==> src/rtl/seg_scan_pkg.sv <==
// ----------------------------------------------------------------
// seg_scan_pkg: shared types and constants for the display scanner.
// Rev 1.0
// ----------------------------------------------------------------
`default_nettype none

package seg_scan_pkg;

  localparam int         NUM_DIGITS = 4;
  localparam logic [3:0] AN_OFF     = 4'b1111;

  typedef enum logic [1:0] {
    IDLE  = 2'd0,
    BLANK = 2'd1,
    DRIVE = 2'd2
  } scan_state_t;

  function automatic logic [3:0] nibble_sel(input logic [15:0] word,
                                            input logic [1:0]  idx);
    return word[{idx, 2'b00} +: 4];
  endfunction

endpackage

`default_nettype wire

==> src/rtl/display_scan_ctrl_slot_timer.sv <==
// ----------------------------------------------------------------
// slot_timer: per-digit slot counter with dead-time and slot-end strobes.
// Rev 1.0
// ----------------------------------------------------------------
`default_nettype none

module slot_timer
  import seg_scan_pkg::*;
#(
  parameter int SLOT_CYCLES = 16,
  parameter int DEAD_CYCLES = 2
) (
  input  logic clk,
  input  logic reset,
  input  logic clr,
  output logic dead_end,
  output logic slot_end
);

  localparam int CNT_W = $clog2(SLOT_CYCLES);
  localparam logic [CNT_W-1:0] c_dead_last = CNT_W'(DEAD_CYCLES - 1);
  localparam logic [CNT_W-1:0] c_slot_last = CNT_W'(SLOT_CYCLES - 1);

  logic [CNT_W-1:0] r_cnt;

  always_ff @(posedge clk or negedge reset) begin
    if (!reset) begin
      r_cnt <= '0;
    end else if (clr || slot_end) begin
      r_cnt <= '0;
    end else begin
      r_cnt <= r_cnt + 1'b1;
    end
  end

  assign dead_end = (r_cnt == c_dead_last);
  assign slot_end = (r_cnt == c_slot_last);

endmodule

`default_nettype wire

==> src/rtl/display_scan_ctrl.sv <==
// ----------------------------------------------------------------
// display_scan_ctrl: 4-digit common-anode seven-segment scan controller.
// Rev 1.0
// ----------------------------------------------------------------
`default_nettype none

module display_scan_ctrl
  import seg_scan_pkg::*;
#(
  parameter int SLOT_CYCLES = 16,
  parameter int DEAD_CYCLES = 2
) (
  input  logic                  clk,
  input  logic                  reset,
  input  logic                  enable,
  input  logic [15:0]           data_in,
  input  logic [NUM_DIGITS-1:0] digit_en,
  input  logic                  load,
  output logic [3:0]            char,
  output logic [NUM_DIGITS-1:0] an,
  output logic                  frame_done,
  output logic                  pending
);

  scan_state_t           r_state, w_state_nxt;
  logic [1:0]            r_digit, w_digit_nxt;
  logic [15:0]           r_active_data, w_active_data_nxt;
  logic [NUM_DIGITS-1:0] r_active_mask, w_active_mask_nxt;
  logic [15:0]           r_pend_data, w_pend_data_nxt;
  logic [NUM_DIGITS-1:0] r_pend_mask, w_pend_mask_nxt;
  logic                  r_pending, w_pending_nxt;
  logic [3:0]            r_char, w_char_nxt;
  logic [NUM_DIGITS-1:0] r_an, w_an_nxt;
  logic                  r_frame_done;
  logic                  w_boundary;
  logic                  w_timer_clr;
  logic                  w_dead_end;
  logic                  w_slot_end;

  // The counter only runs while actively scanning; any stop restarts the slot.
  assign w_timer_clr = (r_state == IDLE) || !enable;

  slot_timer #(
    .SLOT_CYCLES (SLOT_CYCLES),
    .DEAD_CYCLES (DEAD_CYCLES)
  ) u_slot_timer (
    .clk      (clk),
    .reset    (reset),
    .clr      (w_timer_clr),
    .dead_end (w_dead_end),
    .slot_end (w_slot_end)
  );

  always_ff @(posedge clk or negedge reset) begin
    if (!reset) begin
      r_state       <= IDLE;
      r_digit       <= 2'd3;
      r_active_data <= '0;
      r_active_mask <= 4'b1111;
      r_pend_data   <= '0;
      r_pend_mask   <= '0;
      r_pending     <= 1'b0;
      r_char        <= 4'h0;
      r_an          <= AN_OFF;
      r_frame_done  <= 1'b0;
    end else begin
      r_state       <= w_state_nxt;
      r_digit       <= w_digit_nxt;
      r_active_data <= w_active_data_nxt;
      r_active_mask <= w_active_mask_nxt;
      r_pend_data   <= w_pend_data_nxt;
      r_pend_mask   <= w_pend_mask_nxt;
      r_pending     <= w_pending_nxt;
      r_char        <= w_char_nxt;
      r_an          <= w_an_nxt;
      r_frame_done  <= w_boundary;
    end
  end

  always_comb begin
    w_state_nxt       = r_state;
    w_digit_nxt       = r_digit;
    w_active_data_nxt = r_active_data;
    w_active_mask_nxt = r_active_mask;
    w_pend_data_nxt   = r_pend_data;
    w_pend_mask_nxt   = r_pend_mask;
    w_pending_nxt     = r_pending;
    w_char_nxt        = r_char;
    w_an_nxt          = AN_OFF;
    w_boundary        = 1'b0;

    case (r_state)
      IDLE: begin
        if (enable) begin
          w_state_nxt = BLANK;
          w_digit_nxt = 2'd3;
        end
      end
      BLANK: begin
        if (!enable) begin
          w_state_nxt = IDLE;
          w_digit_nxt = 2'd3;
        end else if (w_dead_end) begin
          w_state_nxt = DRIVE;
        end
      end
      DRIVE: begin
        if (!enable) begin
          w_state_nxt = IDLE;
          w_digit_nxt = 2'd3;
        end else if (w_slot_end) begin
          w_state_nxt = BLANK;
          w_digit_nxt = r_digit - 1'b1;
          w_boundary  = (r_digit == 2'd0);
        end
      end
      default: begin
        w_state_nxt = IDLE;
        w_digit_nxt = 2'd3;
      end
    endcase

    // A boundary load beats the older pending word; an idle load supersedes it.
    if (r_state == IDLE) begin
      if (load) begin
        w_active_data_nxt = data_in;
        w_active_mask_nxt = digit_en;
        w_pending_nxt     = 1'b0;
      end
    end else if (w_boundary) begin
      if (load) begin
        w_active_data_nxt = data_in;
        w_active_mask_nxt = digit_en;
      end else if (r_pending) begin
        w_active_data_nxt = r_pend_data;
        w_active_mask_nxt = r_pend_mask;
      end
      w_pending_nxt = 1'b0;
    end else if (load) begin
      w_pend_data_nxt = data_in;
      w_pend_mask_nxt = digit_en;
      w_pending_nxt   = 1'b1;
    end

    // The character only moves on BLANK entry, so it never changes under a lit anode.
    if (w_state_nxt == BLANK && r_state != BLANK) begin
      w_char_nxt = nibble_sel(w_active_data_nxt, w_digit_nxt);
    end

    if (w_state_nxt == DRIVE && w_active_mask_nxt[w_digit_nxt]) begin
      w_an_nxt[w_digit_nxt] = 1'b0;
    end
  end

  assign char       = r_char;
  assign an         = r_an;
  assign frame_done = r_frame_done;
  assign pending    = r_pending;

endmodule

`default_nettype wire

==> config.mk <==
export PLATFORM = sky130hd
export DESIGN_NAME = display_scan_ctrl
export DESIGN_NICKNAME = d
export VERILOG_FILES = /design/src/rtl/seg_scan_pkg.sv /design/src/rtl/display_scan_ctrl_slot_timer.sv /design/src/rtl/display_scan_ctrl.sv
export SDC_FILE = /design/constraint.sdc
export NUM_CORES = 1
export LEC_CHECK = 0
export CAP_MARGIN = 20
export CORE_ASPECT_RATIO = 1.1
export CORE_UTILIZATION = 55
export CTS_BUF_LIST = sky130_fd_sc_hd__clkbuf_4 sky130_fd_sc_hd__clkbuf_8
export DETAILED_ROUTE_END_ITERATION = 7
export GPL_ROUTABILITY_DRIVEN = 0
export PLACE_DENSITY_LB_ADDON = 0.08
export SLEW_MARGIN = 25
export SYNTH_ARGS = -nofsm -noshare
export SYNTH_HDL_FRONTEND = slang
export SYNTH_SLANG_ARGS = --single-unit
==> constraint.sdc <==
create_clock -name clk -period 3.6 [get_ports clk]
set_input_delay 0.36 -clock clk [delete_from_list [all_inputs] [get_ports clk]]
set_output_delay 0.36 -clock clk [all_outputs]
set_load 0.05 [all_outputs]
# After elaboration in Yosys (flattened, before gate mapping)

Index checks and enable logic that the tools add are counted.

Bits in registers: 58
Input port bits: 24
Output and inout bits: 10

Add/subtract/negate cells: 2
$lt $le $gt $ge: 2
Eq/ne operators: 8
Shift-type cells: 1
Mux-type cells: 34
Bitwise logic cells: 3
Reductions and logical operators: 11

Operators with widths:

| kind                                                                                 | count |
|---|---|
| 16-bit two-way mux                                                                   | 5 |
| 4-bit two-way mux                                                                    | 7 |
| 2-bit two-way mux                                                                    | 9 |
| 16-bit by 5-bit variable part select with 4-bit output                               | 1 |
| 2-bit one-hot mux with 3 select lines                                                | 2 |
| 1-bit two-way mux                                                                    | 9 |
| 4-bit by 1-bit adder with 4-bit output (second input constant)                       | 1 |
| 2-bit by 1-bit equality test with 1-bit output (second input constant)               | 2 |
| 2-bit equality test (second input constant)                                          | 2 |
| 4-bit by 1-bit equality test with 1-bit output (second input constant)               | 1 |
| 4-bit equality test (second input constant)                                          | 1 |
| 2-bit zero test                                                                      | 2 |
| 4-bit NOT                                                                            | 1 |
| 1-bit logical AND                                                                    | 3 |
| 2-bit by 3-bit less-than comparator with 1-bit output (second input constant)        | 1 |
| 3-bit AND reduction                                                                  | 1 |
| 1-bit binary-select mux with 2-bit select                                            | 1 |
| 1-bit demux with 2-bit select                                                        | 1 |
| 2-bit by 1-bit greater-or-equal comparator with 1-bit output (second input constant) | 1 |
| 1-bit logical OR                                                                     | 2 |
| 2-bit by 1-bit != test with 1-bit output (second input constant)                     | 1 |
| 2-bit != test (second input constant)                                                | 1 |
| 1-bit NOT                                                                            | 2 |
| 2-bit AND reduction                                                                  | 1 |
| 3 further kinds                                                                      | 3 |

# Depth between registers and ports, before layout

Depth in word-level cells: 10
Mapped depth: 11
Depth with buffers taken out: 9

# Cells and area by module

A second synthesis with hierarchy kept.

Cell total of the unflattened synthesis: 297
Area total of the unflattened synthesis: 3183.1 µm²

Modules (own cells, without submodules):

| module            | instances | cells each | area an instance (µm²) | seq. area each (µm²) |
|---|---|---|---|---|
| display_scan_ctrl | 1         | 280        | 2987.9                 | 1363.8 |
| slot_timer        | 1         | 17         | 195.2                  | 100.1 |

# Worst setup path before layout

OpenSTA, ideal clock, no wires.

Kind: flip-flop to flip-flop
From: reg r_digit[0]
To: reg r_char[0] (netlist: char[0])
Data arrival time: 1996 ps
Path slack: 1456 ps
Stages on the path, launching flop included: 11
Buffers on the path: 1
Period minus slack after synthesis: 2144 ps
Path through: dfstp_2 -> inv_1 -> ha_1 -> and4b_1 -> buf_2 -> nand2_2 -> inv_2 -> a221o_2 -> mux2i_1 -> a31o_1 -> a31oi_1

Cells in the longest elaborated chain, start to end: 7
Elaborated cells on any way between the ends: 13
Classes of those cells: 1 x add/sub; 1 x shift; 10 x mux; 1 x reduce/logical

RTL lines:

| item                                                   | RTL line                 | RTL |
|---|---|---|
| from (decl)                                            | display_scan_ctrl.sv:26  | `logic [1:0] r_digit, w_digit_nxt;` |
| from (signal assigned)                                 | display_scan_ctrl.sv:68  | `r_digit <= w_digit_nxt;` |
| 2-bit zero test                                        | display_scan_ctrl.sv:114 | `w_boundary = (r_digit == 2'd0);` |
| 1-bit two-way mux                                      | display_scan_ctrl.sv:111 | `end else if (w_slot_end) begin` |
| 1-bit two-way mux                                      | display_scan_ctrl.sv:108 | `if (!enable) begin` |
| 1-bit two-way mux                                      | display_scan_ctrl.sv:92  | `case (r_state)` |
| 16-bit two-way mux                                     | display_scan_ctrl.sv:130 | `end else if (w_boundary) begin` |
| 16-bit two-way mux                                     | display_scan_ctrl.sv:124 | `if (r_state == IDLE) begin` |
| named net w_active_data_nxt[4]                         | display_scan_ctrl.sv:27  | `logic [15:0] r_active_data, w_active_data_nxt;` |
| 16-bit by 5-bit variable part select with 4-bit output | seg_scan_pkg.sv:20       | `return word[{idx, 2'b00} +: 4];` |
| to (signal assigned)                                   | display_scan_ctrl.sv:74  | `r_char <= w_char_nxt;` |
| to (decl)                                              | display_scan_ctrl.sv:32  | `logic [3:0] r_char, w_char_nxt;` |

The timed path passes the listed nets, and every way through them passes these cells.
A chain may end at the register's enable or synchronous reset.

# Worst setup path in the final report

From: reg u_slot_timer.r_cnt[0]
To: reg r_char[3] (netlist: char[3])

Cells in the longest elaborated chain, start to end: 7
Elaborated cells on any way between the ends: 18
Classes of those cells: 3 x eq/ne; 1 x shift; 13 x mux; 1 x reduce/logical

RTL lines:

| item                                                   | RTL line                           | RTL |
|---|---|---|
| from (decl)                                            | display_scan_ctrl_slot_timer.sv:24 | `logic [CNT_W-1:0] r_cnt;` |
| from (signal assigned)                                 | display_scan_ctrl_slot_timer.sv:32 | `r_cnt <= r_cnt + 1'b1;` |
| 4-bit equality test                                    | display_scan_ctrl_slot_timer.sv:37 | `assign slot_end = (r_cnt == c_slot_last);` |
| 1-bit two-way mux                                      | display_scan_ctrl.sv:111           |  |
| 1-bit two-way mux                                      | display_scan_ctrl.sv:108           |  |
| 1-bit two-way mux                                      | display_scan_ctrl.sv:92            |  |
| 16-bit two-way mux                                     | display_scan_ctrl.sv:130           |  |
| 16-bit two-way mux                                     | display_scan_ctrl.sv:124           |  |
| named net w_active_data_nxt[11]                        | display_scan_ctrl.sv:27            |  |
| 16-bit by 5-bit variable part select with 4-bit output | seg_scan_pkg.sv:20                 |  |

The timed path passes the listed nets, and every way through them passes these cells.

==> results by stage <==
Status:
- The flow ran to the end, and the final reports show no timing, DRC or antenna violations.

STA:
- Setup repair after global routing left no endpoint under its margin.
- For the final routed database, the setup TNS stands at 0 ns.
- The worst-case headroom to the max-slew limit is 0.464.
- The post-layout minimum cycle time is 2.59 ns.
- Setup violations remaining at the end of the flow were counted as 0.
- For the pin with the worst max-slew slack, the measured transition is 0.804 ns.
- The final hold violation count is 0.
- The maximum clock rate is 386 MHz.
- The number of slew-limit violations in the final report is 0.
- The worst path meets setup with 1.01 ns of slack.
- The tightest hold path in the finished design has a slack of 0.110 ns.
- The setup skew after layout is 0.00802 ns.
- The ratio of final minimum period to clock period is 0.719.

Setup path:
- STA classifies the critical path startpoint as a register.
- Tracing the worst setup path back leads to its startpoint at u_slot_timer.r_cnt[0].
- Data on the critical path arrives at its endpoint at 2.83 ns.
- The startpoint identified for the worst register-to-register timing path is u_slot_timer.r_cnt[0].
- STA classifies the critical path endpoint as a register.
- The type of the worst setup path is reg -> reg.
- At the worst endpoint, the required time is 3.84 ns.
- Along the worst path, the maximum fanout reaches 19.

Clock tree:
- The number of setup buffers added after CTS is 0.
- The clock drives 58 sinks.
- The TritonCTS clock tree is built.
- In this run, post-CTS hold repair placed 0 buffers.
- The quantity of gates resized following cts is 0.
- The longest clock path from root to sink contains 2 buffers.
- The H-tree was split into 3 levels.
- The clock transition time at the flip-flop clock pins of the worst setup and hold paths is 0.07 ns.
- In this run the clock root is driven by a sky130_fd_sc_hd__clkbuf_8.
- The clock latency at the later pin of the worst-skew pair is 0.34 ns.
- In this run, CTS created clock tree buffers numbering 9.

Die:
- The total area inside the core boundary comes to 5360 µm².
- From left edge to right edge, the die measures 73.0 µm.
- The number of placement rows is 28.
- Pin placement for this block handled 34 I/O pins.
- The die footprint is 5850 µm².
- The starting density of the core is 0.569.
- The die is 80.1 µm tall.

Synth:
- When the netlist entered floorplanning its net count stood at 314.
- After technology mapping, the gate count stands at 287.
- The distinct cell type count of the synthesized netlist is 49.
- The synthesized design contains 0 enable-type register cells.
- The netlist area before placement is 3050 µm².
- The number of flip-flops and latches in the synthesized netlist is 58.
- For this run, the register share of the synthesized area comes to 0.480.
- The yosys synthesis warning count is 0.
- The flip-flop cell with the highest count after synthesis is sky130_fd_sc_hd__dfrtp_1.
- The async set-reset flop share out of synthesis is 1.00.
- Each instance of the synthesized netlist takes up on average 10.6 µm².

Global routing:
- The total overflow left after global routing is 0.
- The number of antenna violations at the first check in global routing is 0.
- The number of global-route vias before repair is 2311.
- The first global-routing pass estimated 11600 µm of wire.
- Entering global routing, the biggest net connects 37 pins.
- The global routing usage summed across all routing layers is 0.271.

Power and ir drop:
- The leakage power is 1.59 nW.
- The power dissipated by switching net loads is 0.969 mW.
- The worst vdd rail ir drop is 0.495 mV.
- Of the total power, the share spent switching nets is 0.349.
- The internal power of the cells totals 1.81 mW.
- Of the total power, combinational logic draws 0.354.
- Of the total power, registers draw 0.403.
- The ratio of total power to cell area is 762 nW/µm².
- The power share of the clock group is 0.243.

Detailed routing:
- The post-route DRC violation count is 0.
- Across all layers, the routed design uses 2347 vias.
- Using the TritonRoute via totals, the vias-per-cell ratio works out to 5.84.
- The average wire per standard cell is 17.3 µm.
- In this run, the number of DRC markers left after iteration 0 of detailed routing was 196.
- The routed design has 6970 µm of wire.
- The first-pass detailed-route iteration total is 4.
- In this run the remaining antenna-violating nets after routing total 0.

Finish:
- The post-layout instance area is 3640 µm².
- Leaving out fill and tap cells, the most frequent cells in the layout are sky130_fd_sc_hd__dfrtp_1, sky130_fd_sc_hd__clkdlybuf4s50_1, sky130_fd_sc_hd__mux2i_1.
- The final core utilization is 0.679.
- 0 antenna diodes ended up in the layout.
- The library cell used most frequently in the layout, excluding fill and tap cells, is sky130_fd_sc_hd__dfrtp_1.
- Compared with the post-synthesis result, the final layout area differs by 19.3%.
- In the final layout, the share of cells above drive strength 1 is 0.208.
- In the final design database the tool counted 349 nets.

Placed design:
- Input and output buffers added on the ports amount to 33.
- The placed instances occupy a cell area of 3420 µm².
- The worst setup timing slack at the placement stage is 0.677 ns.
- Summed over all nets, the half-perimeter wirelength after detailed placement is 4720 µm.

Worst hold path:
- The tightest min-delay check is of the in -> async type.

Run:
- Max-cap violations in this run came to 0.
cell type report:
class | instances | area (µm²)
clock inverters | 5 | 77.6
flip-flops and latches | 58 | 1460
inverters | 13 | 48.8
fillers | 430 | 1720
clock buffers | 11 | 145
multi-input cells | 200 | 1430
repair buffers | 40 | 378
well taps | 75 | 93.8
through the flow:
step	power [mW]	cells
6_report	2.78	402
5_1_grt	2.94	402
4_1_cts	2.79	402
3_5_place_dp	2.11	386
3_3_place_gp	2.07	386
2_1_floorplan	1.84	287
flip-flops by register name, indices dropped and copies added (netlist names):
name                flops
an                      4
char                    4
frame_done              1
pending                 1
r_active_data          16
r_active_mask           4
r_digit                 2
r_pend_data            16
r_pend_mask             4
r_state                 2
u_slot_timer.r_cnt      4
critical path, stage by stage (launching register included):
cell and delay [ns]:
sky130_fd_sc_hd__dfrtp_1 0.39, sky130_fd_sc_hd__ha_1 0.26, sky130_fd_sc_hd__and3_1 0.48, sky130_fd_sc_hd__nand2_2 0.28
sky130_fd_sc_hd__inv_2 0.37, sky130_fd_sc_hd__a22oi_1 0.15, sky130_fd_sc_hd__o21ai_0 0.15, sky130_fd_sc_hd__mux2i_1 0.14
sky130_fd_sc_hd__a211oi_1 0.28
logic make-up (layout without fill, tap and decap cells):
group | after synthesis | count (layout) | share of synthesized area
muxes | 51 | 51 | 0.176
and+or+nand+nor | 86 | 86 | 0.138
xor gates and xnor gates | 2 | 2 | 0.00574
buffers and inverters | 29 | 69 | 0.0504
AOI/OAI and AO/OA | 58 | 58 | 0.137
DFF | 58 | 58 | 0.480
adders and majority gates | 3 | 3 | 0.0123
routing by layer:
layer | routed length [µm] | global-route usage
met5 | 0 | 0
met2 | 3300 | 0.419
met1 | 3170 | 0.362
met4 | 136 | 0.116
met3 | 362 | 0.0652
power groups by stage:
stage	logic (mW)	clock network [mW]	registers, mW
2_1_floorplan	0.698	0	1.14
3_3_place_gp	0.961	0	1.11
3_5_place_dp	0.979	0	1.13
4_1_cts	0.986	0.688	1.12
5_1_grt	1.07	0.713	1.15
6_report	0.983	0.675	1.12
final timing paths:
| kind | endpoint | slack (ns) | cells past startpoint |
|---|---|---|---|
| max in group asynchronous | r_digit[0] | 2.62 | 2 |
| min in group clk | u_slot_timer.r_cnt[0] | 0.49 | 1 |
| setup reg to reg | char[3] | 1.01 | 8 |
| hold reg to reg | u_slot_timer.r_cnt[0] | 0.49 | 1 |
| setup / recovery | char[3] | 1.01 | 8 |
| hold / removal | r_pend_data[7] | 0.11 | 1 |
Yosys cell counts (4+ instances only):
master / instances / share of area
sky130_fd_sc_hd__inv_1: 12 / 0.015
sky130_fd_sc_hd__nand4_1: 5 / 0.010
sky130_fd_sc_hd__a211oi_1: 7 / 0.017
sky130_fd_sc_hd__nand3_1: 12 / 0.020
sky130_fd_sc_hd__dfstp_2: 10 / 0.086
sky130_fd_sc_hd__a221o_1: 4 / 0.013
sky130_fd_sc_hd__buf_4: 6 / 0.015
sky130_fd_sc_hd__a21oi_1: 10 / 0.016
sky130_fd_sc_hd__o21ai_0: 12 / 0.020
sky130_fd_sc_hd__buf_2: 6 / 0.0098
sky130_fd_sc_hd__nand2_1: 22 / 0.027
sky130_fd_sc_hd__dfrtp_1: 48 / 0.39
sky130_fd_sc_hd__nor2_1: 26 / 0.032
sky130_fd_sc_hd__a22oi_1: 6 / 0.015
sky130_fd_sc_hd__mux2i_1: 29 / 0.095
sky130_fd_sc_hd__mux2_2: 22 / 0.081
Power figures use the tool's default switching activity.
